===== config.mk =====
export PLATFORM = sky130hd
export DESIGN_NAME = dmem_arbiter
export DESIGN_NICKNAME = d
export VERILOG_FILES = /design/src/rtl/rv32i_types.sv /design/src/rtl/dmem_arbiter.sv
export SDC_FILE = /design/constraint.sdc
export NUM_CORES = 1
export LEC_CHECK = 0
export CAP_MARGIN = 20
export CORE_MARGIN = 8
export CORE_UTILIZATION = 43
export CTS_BUF_LIST = sky130_fd_sc_hd__clkbuf_2 sky130_fd_sc_hd__clkbuf_4 sky130_fd_sc_hd__clkbuf_8
export CTS_CLUSTER_SIZE = 28
export DETAILED_ROUTE_END_ITERATION = 10
export PLACE_DENSITY = 0.89
export SKIP_LAST_GASP = 1
export SYNTH_ARGS = -nofsm -noshare
export SYNTH_HDL_FRONTEND = slang
export SYNTH_SLANG_ARGS = --single-unit

===== constraint.sdc =====
create_clock -name clk -period 5.3 [get_ports clk]
set_input_delay 0.795 -clock clk [delete_from_list [all_inputs] [get_ports clk]]
set_output_delay 0.795 -clock clk [all_outputs]
set_load 0.01 [all_outputs]

===== src/rtl/rv32i_types.sv =====
// Types shared by the rv32i datapath blocks. This file holds the data-memory
// arbiter state encoding and the full-word byte mask.
package rv32i_types;

  typedef enum logic [1:0] {
    IDLE,
    LOAD,
    STORE
  } dmem_arb_state_t;

  localparam logic [3:0] WORD_BYTE_EN = 4'hF;

endpackage


===== src/rtl/dmem_arbiter.sv =====
// Arbitrates the single data-cache port between speculative loads and committed
// stores. Stores win unless a waiting load has lost STORE_STREAK_MAX times in a row.
module dmem_arbiter
  import rv32i_types::*;
#(
  parameter int unsigned STORE_STREAK_MAX = 4
) (
  input  logic        clk,
  input  logic        rst,
  input  logic        flush,
  input  logic        ld_req,
  input  logic [31:0] ld_addr,
  output logic        ld_resp,
  output logic [31:0] ld_rdata,
  input  logic        st_req,
  input  logic [31:0] st_addr,
  input  logic [31:0] st_wdata,
  input  logic [3:0]  st_byte_en,
  output logic        st_resp,
  output logic        mem_read,
  output logic        mem_write,
  output logic [31:0] mem_address,
  output logic [31:0] mem_wdata,
  output logic [3:0]  mem_byte_enable,
  input  logic        mem_resp,
  input  logic [31:0] mem_rdata,
  output logic        busy
);

  localparam int unsigned STREAK_W = (STORE_STREAK_MAX < 1) ? 1 : $clog2(STORE_STREAK_MAX + 1);
  localparam logic [STREAK_W-1:0] STREAK_MAX = STREAK_W'(STORE_STREAK_MAX);

  dmem_arb_state_t     state_q, state_d;
  logic                squash_q, squash_d;
  logic [STREAK_W-1:0] streak_q, streak_d;
  logic                mem_read_q, mem_read_d;
  logic                mem_write_q, mem_write_d;
  logic [31:0]         mem_address_q, mem_address_d;
  logic [31:0]         mem_wdata_q, mem_wdata_d;
  logic [3:0]          mem_be_q, mem_be_d;

  logic ld_eligible;
  logic streak_at_max;

  assign ld_eligible   = ld_req & ~flush;
  assign streak_at_max = (streak_q == STREAK_MAX);

  // NOTE: every next-state variable gets its hold value first, so no path through
  // the case statement can leave one unassigned and infer a latch.
  always_comb begin
    state_d       = state_q;
    squash_d      = squash_q;
    streak_d      = streak_q;
    mem_read_d    = mem_read_q;
    mem_write_d   = mem_write_q;
    mem_address_d = mem_address_q;
    mem_wdata_d   = mem_wdata_q;
    mem_be_d      = mem_be_q;

    unique case (state_q)
      IDLE: begin
        squash_d = 1'b0;
        if (st_req && !(ld_eligible && streak_at_max)) begin
          state_d       = STORE;
          mem_write_d   = 1'b1;
          mem_address_d = st_addr;
          mem_wdata_d   = st_wdata;
          mem_be_d      = st_byte_en;
          if (!ld_eligible) begin
            streak_d = '0;
          end else if (!streak_at_max) begin
            streak_d = streak_q + 1'b1;
          end
        end else if (ld_eligible) begin
          state_d       = LOAD;
          mem_read_d    = 1'b1;
          mem_address_d = ld_addr;
          mem_wdata_d   = '0;
          mem_be_d      = WORD_BYTE_EN;
          streak_d      = '0;
        end
      end

      LOAD: begin
        // The cache cannot abort a read, so a flush only marks the data as dead.
        if (flush) begin
          squash_d = 1'b1;
        end
        if (mem_resp) begin
          state_d       = IDLE;
          squash_d      = 1'b0;
          mem_read_d    = 1'b0;
          mem_address_d = '0;
          mem_be_d      = '0;
        end
      end

      STORE: begin
        if (mem_resp) begin
          state_d       = IDLE;
          mem_write_d   = 1'b0;
          mem_address_d = '0;
          mem_wdata_d   = '0;
          mem_be_d      = '0;
        end
      end

      default: begin
        state_d       = IDLE;
        squash_d      = 1'b0;
        mem_read_d    = 1'b0;
        mem_write_d   = 1'b0;
        mem_address_d = '0;
        mem_wdata_d   = '0;
        mem_be_d      = '0;
      end
    endcase
  end

  // NOTE: sequential state uses non-blocking assignments so every register
  // samples its pre-edge value regardless of evaluation order.
  always_ff @(posedge clk or negedge rst) begin
    if (!rst) begin
      state_q       <= IDLE;
      squash_q      <= 1'b0;
      streak_q      <= '0;
      mem_read_q    <= 1'b0;
      mem_write_q   <= 1'b0;
      mem_address_q <= '0;
      mem_wdata_q   <= '0;
      mem_be_q      <= '0;
    end else begin
      state_q       <= state_d;
      squash_q      <= squash_d;
      streak_q      <= streak_d;
      mem_read_q    <= mem_read_d;
      mem_write_q   <= mem_write_d;
      mem_address_q <= mem_address_d;
      mem_wdata_q   <= mem_wdata_d;
      mem_be_q      <= mem_be_d;
    end
  end

  assign mem_read        = mem_read_q;
  assign mem_write       = mem_write_q;
  assign mem_address     = mem_address_q;
  assign mem_wdata       = mem_wdata_q;
  assign mem_byte_enable = mem_be_q;

  assign ld_resp  = (state_q == LOAD) & mem_resp & ~squash_q & ~flush;
  assign ld_rdata = ld_resp ? mem_rdata : '0;
  assign st_resp  = (state_q == STORE) & mem_resp;
  assign busy     = (state_q != IDLE);

endmodule


==> impl_metrics.ini <==
[outcome]
status = finished, final reports clean

[yosys]
synth_flop_cell = dfrtp_1
synth_edf_count = 0
syn_avg_cell_area_um2 = 10.5
syn_area_um2 = 4280
synth_top_area_share_pct = 44.4
synthArstFlopShare_pct = 100
synth_top_area_cell = dfrtp_1
synth_common_cells = 76 x dfrtp_1, 37 x inv_1, 35 x nand2_1
yosysMostFrequentCell = dfrtp_1
ys_types = 32
syn_nets = 551
yosysSeqAreaShare_pct = 44.4
synth_area_leaders = dfrtp_1 44%, a2111o_1 8.4%, a32o_1 7.9%
yosysWarnings = 0
synthCells = 408
ys_ff_latch = 76

[global_routing]
grt_pass1_vias = 4584
grt.total_usage_pct = 24.0
grt_pass1_wl_um = 25100
antenna_found_initial = 1
grt_overflow_total = 0
grt_max_degree = 105

[finish]
final_net_count = 760
fin_cells = 756
drive_gt1_share_pct = 6.27
postLayoutCellArea_um2 = 7000
multi_input_area_um2 = 2000
regArea_um2 = 1900
area_delta_synth_final_pct = 63.5
nFillCells = 712

[clock_network]
clock_path_buffers = 2
cts_tree = built
cts_resized = 0
clk_latency_ns = 0.35
ctsRootBufferMaster = clkbuf_8
clkTransAtPathRegs_ns = 0.08
cts_buffers = 9
ctsHoldBuffers = 0
cts_sinks = 76
htreeDepth = 3
post_cts_buffers = 0

[critical_path]
cp.required_ns = 4.51
worstSetupPathType = in -> out
ff2ff_setup_slack_ns = 2.87
cp.arrival_ns = 2.88
critPathMaxFanout = 23
startpoint_type = input pin
crit_path_end_kind = primary output

[floorplanning]
die_area_um2 = 13400
num_rows = 36
core_um2 = 9730
die_w_um = 116
pin_count = 243
dieHeight_um = 116
initial_core_util_pct = 44.0

[placement]
place_ws_ns = 1.30
dp.cells = 737
finalWeightedCongestion = 0.810
dpl.hpwl_um = 11700
placed_cell_area_um2 = 6740
port_buffers = 242

[power]
p_int_mw = 2.06
p_seq_share_pct = 28.4
powerDensity_nw_per_um2 = 489
clock_power_share_pct = 14.8
ir_drop_uv = 326
comb_power_share_pct = 56.9
p_switching_mw = 1.37
p_sw_share_pct = 39.9
leakage_nw = 2.73

[timing]
finalSetupViolCount = 0
whs_ns = 0.497
rsz0062_at_grt = false
slew_headroom_pct = 32.2
finalCritPeriodShare_pct = 69.4
worstMarginPinSlew_ns = 1.02
max_freq_mhz = 272
fin_setup_tns_ns = 0
finalHoldViolations = 0
drv_slew = 0
layout_setup_ws_ns = 1.62
finalCriticalPeriod_ns = 3.68
fin_skew_ns = 0.00623

[hold_path]
hold_class = reg -> reg

[route]
drc = 0
vias = 4450
wl_per_cell_um = 21.9
wl_um = 16600
ant_nets = 0
drt_iter0_drc = 338
firstDrtPassIters = 5
vias_per_cell = 5.89

[job]
maxCapViolations = 0
==> placed cells by master (no fill, tap or decap), types with 6 or more instances in the layout <==
cell type | synthesis | routed
clkdlybuf4s50_1 | 0 | 240
dfrtp_1 | 76 | 76
inv_1 | 37 | 37
nand2_1 | 35 | 35
a32o_1 | 34 | 34
and2_1 | 33 | 33
o2111ai_1 | 32 | 32
a2111o_1 | 32 | 32
o221ai_1 | 32 | 32
clkbuf_8 | 0 | 10
buf_4 | 2 | 6
==> worst max-delay path: stages <==
cell and delay (ns):
clkdlybuf4s50_1 0.53, nor4b_4 0.62, buf_6 0.24, and2_1 0.14, clkdlybuf4s50_1 0.55
==> sequential cells by signal (all words and copies together) (netlist names) <==
register and count:
mem_read 1, state_q 2, streak_q 3, mem_byte_enable 4, mem_address 32, squash_q 1
mem_write 1, mem_wdata 32
==> power by group through the flow <==
stage	sequential, mW	clock, mW	combinational [mW]
after floorplan	1.08	0	0.920
after global placement	0.963	0	1.84
after detailed placement	0.980	0	1.91
after CTS	0.970	0.515	1.92
after global routing	1.00	0.535	2.07
final	0.970	0.505	1.95
==> final timing paths <==
check | start | cells past startpoint | end
worst min-delay path | mem_wdata[27]$_DFFE_PN0P_ | 1 | mem_wdata[27]$_DFFE_PN0P_
worst max-delay path | flush | 5 | ld_rdata[20]
max in group asynchronous | rst | 1 | mem_wdata[4]$_DFFE_PN0P_
min in group asynchronous | rst | 1 | mem_address[8]$_DFFE_PN0P_
worst min register to register | mem_wdata[27]$_DFFE_PN0P_ | 1 | mem_wdata[27]$_DFFE_PN0P_
worst max register to register | state_q[0]$_DFFE_PN0P_ | 7 | mem_wdata[21]$_DFFE_PN0P_
==> stage by stage <==
step	total power [mW]	utilization [%]
after floorplan	2.00	-
after global placement	2.80	68.5
after detailed placement	2.88	69.3
after CTS	3.40	71.6
after global routing	3.61	72.0
final	3.42	72.0
==> per-layer routing <==
layer | vias up | GRT usage (%) | wire length (um)
li1 | 2017 | - | -
met1 | 2169 | 26.1 | 6020
met2 | 225 | 42.4 | 8630
met3 | 39 | 6.20 | 1330
met4 | 0 | 12.0 | 584
met5 | - | 0 | 0
==> cell type report <==
type	count	area share (%)
inverter	39	2.09
antenna	1	0.0357
sequential	76	27.2
tap	133	2.38
clock buffer	12	2.18
timing repair buffer	252	36.6
clock inverter	4	1.04
multi-input combinational	239	28.6
==> cell families after synthesis <==
kind of cell               count (synthesis)  synth area share (%)
AOI/OAI and AO/OA                        147                  33.1
adders and majority gates                  5                  1.46
buffers and inverters                     93                  9.52
DFF                                       76                  44.4
and+or+nand+nor                           87                  11.5
No activity file was read; power rests on OpenSTA's default activity.
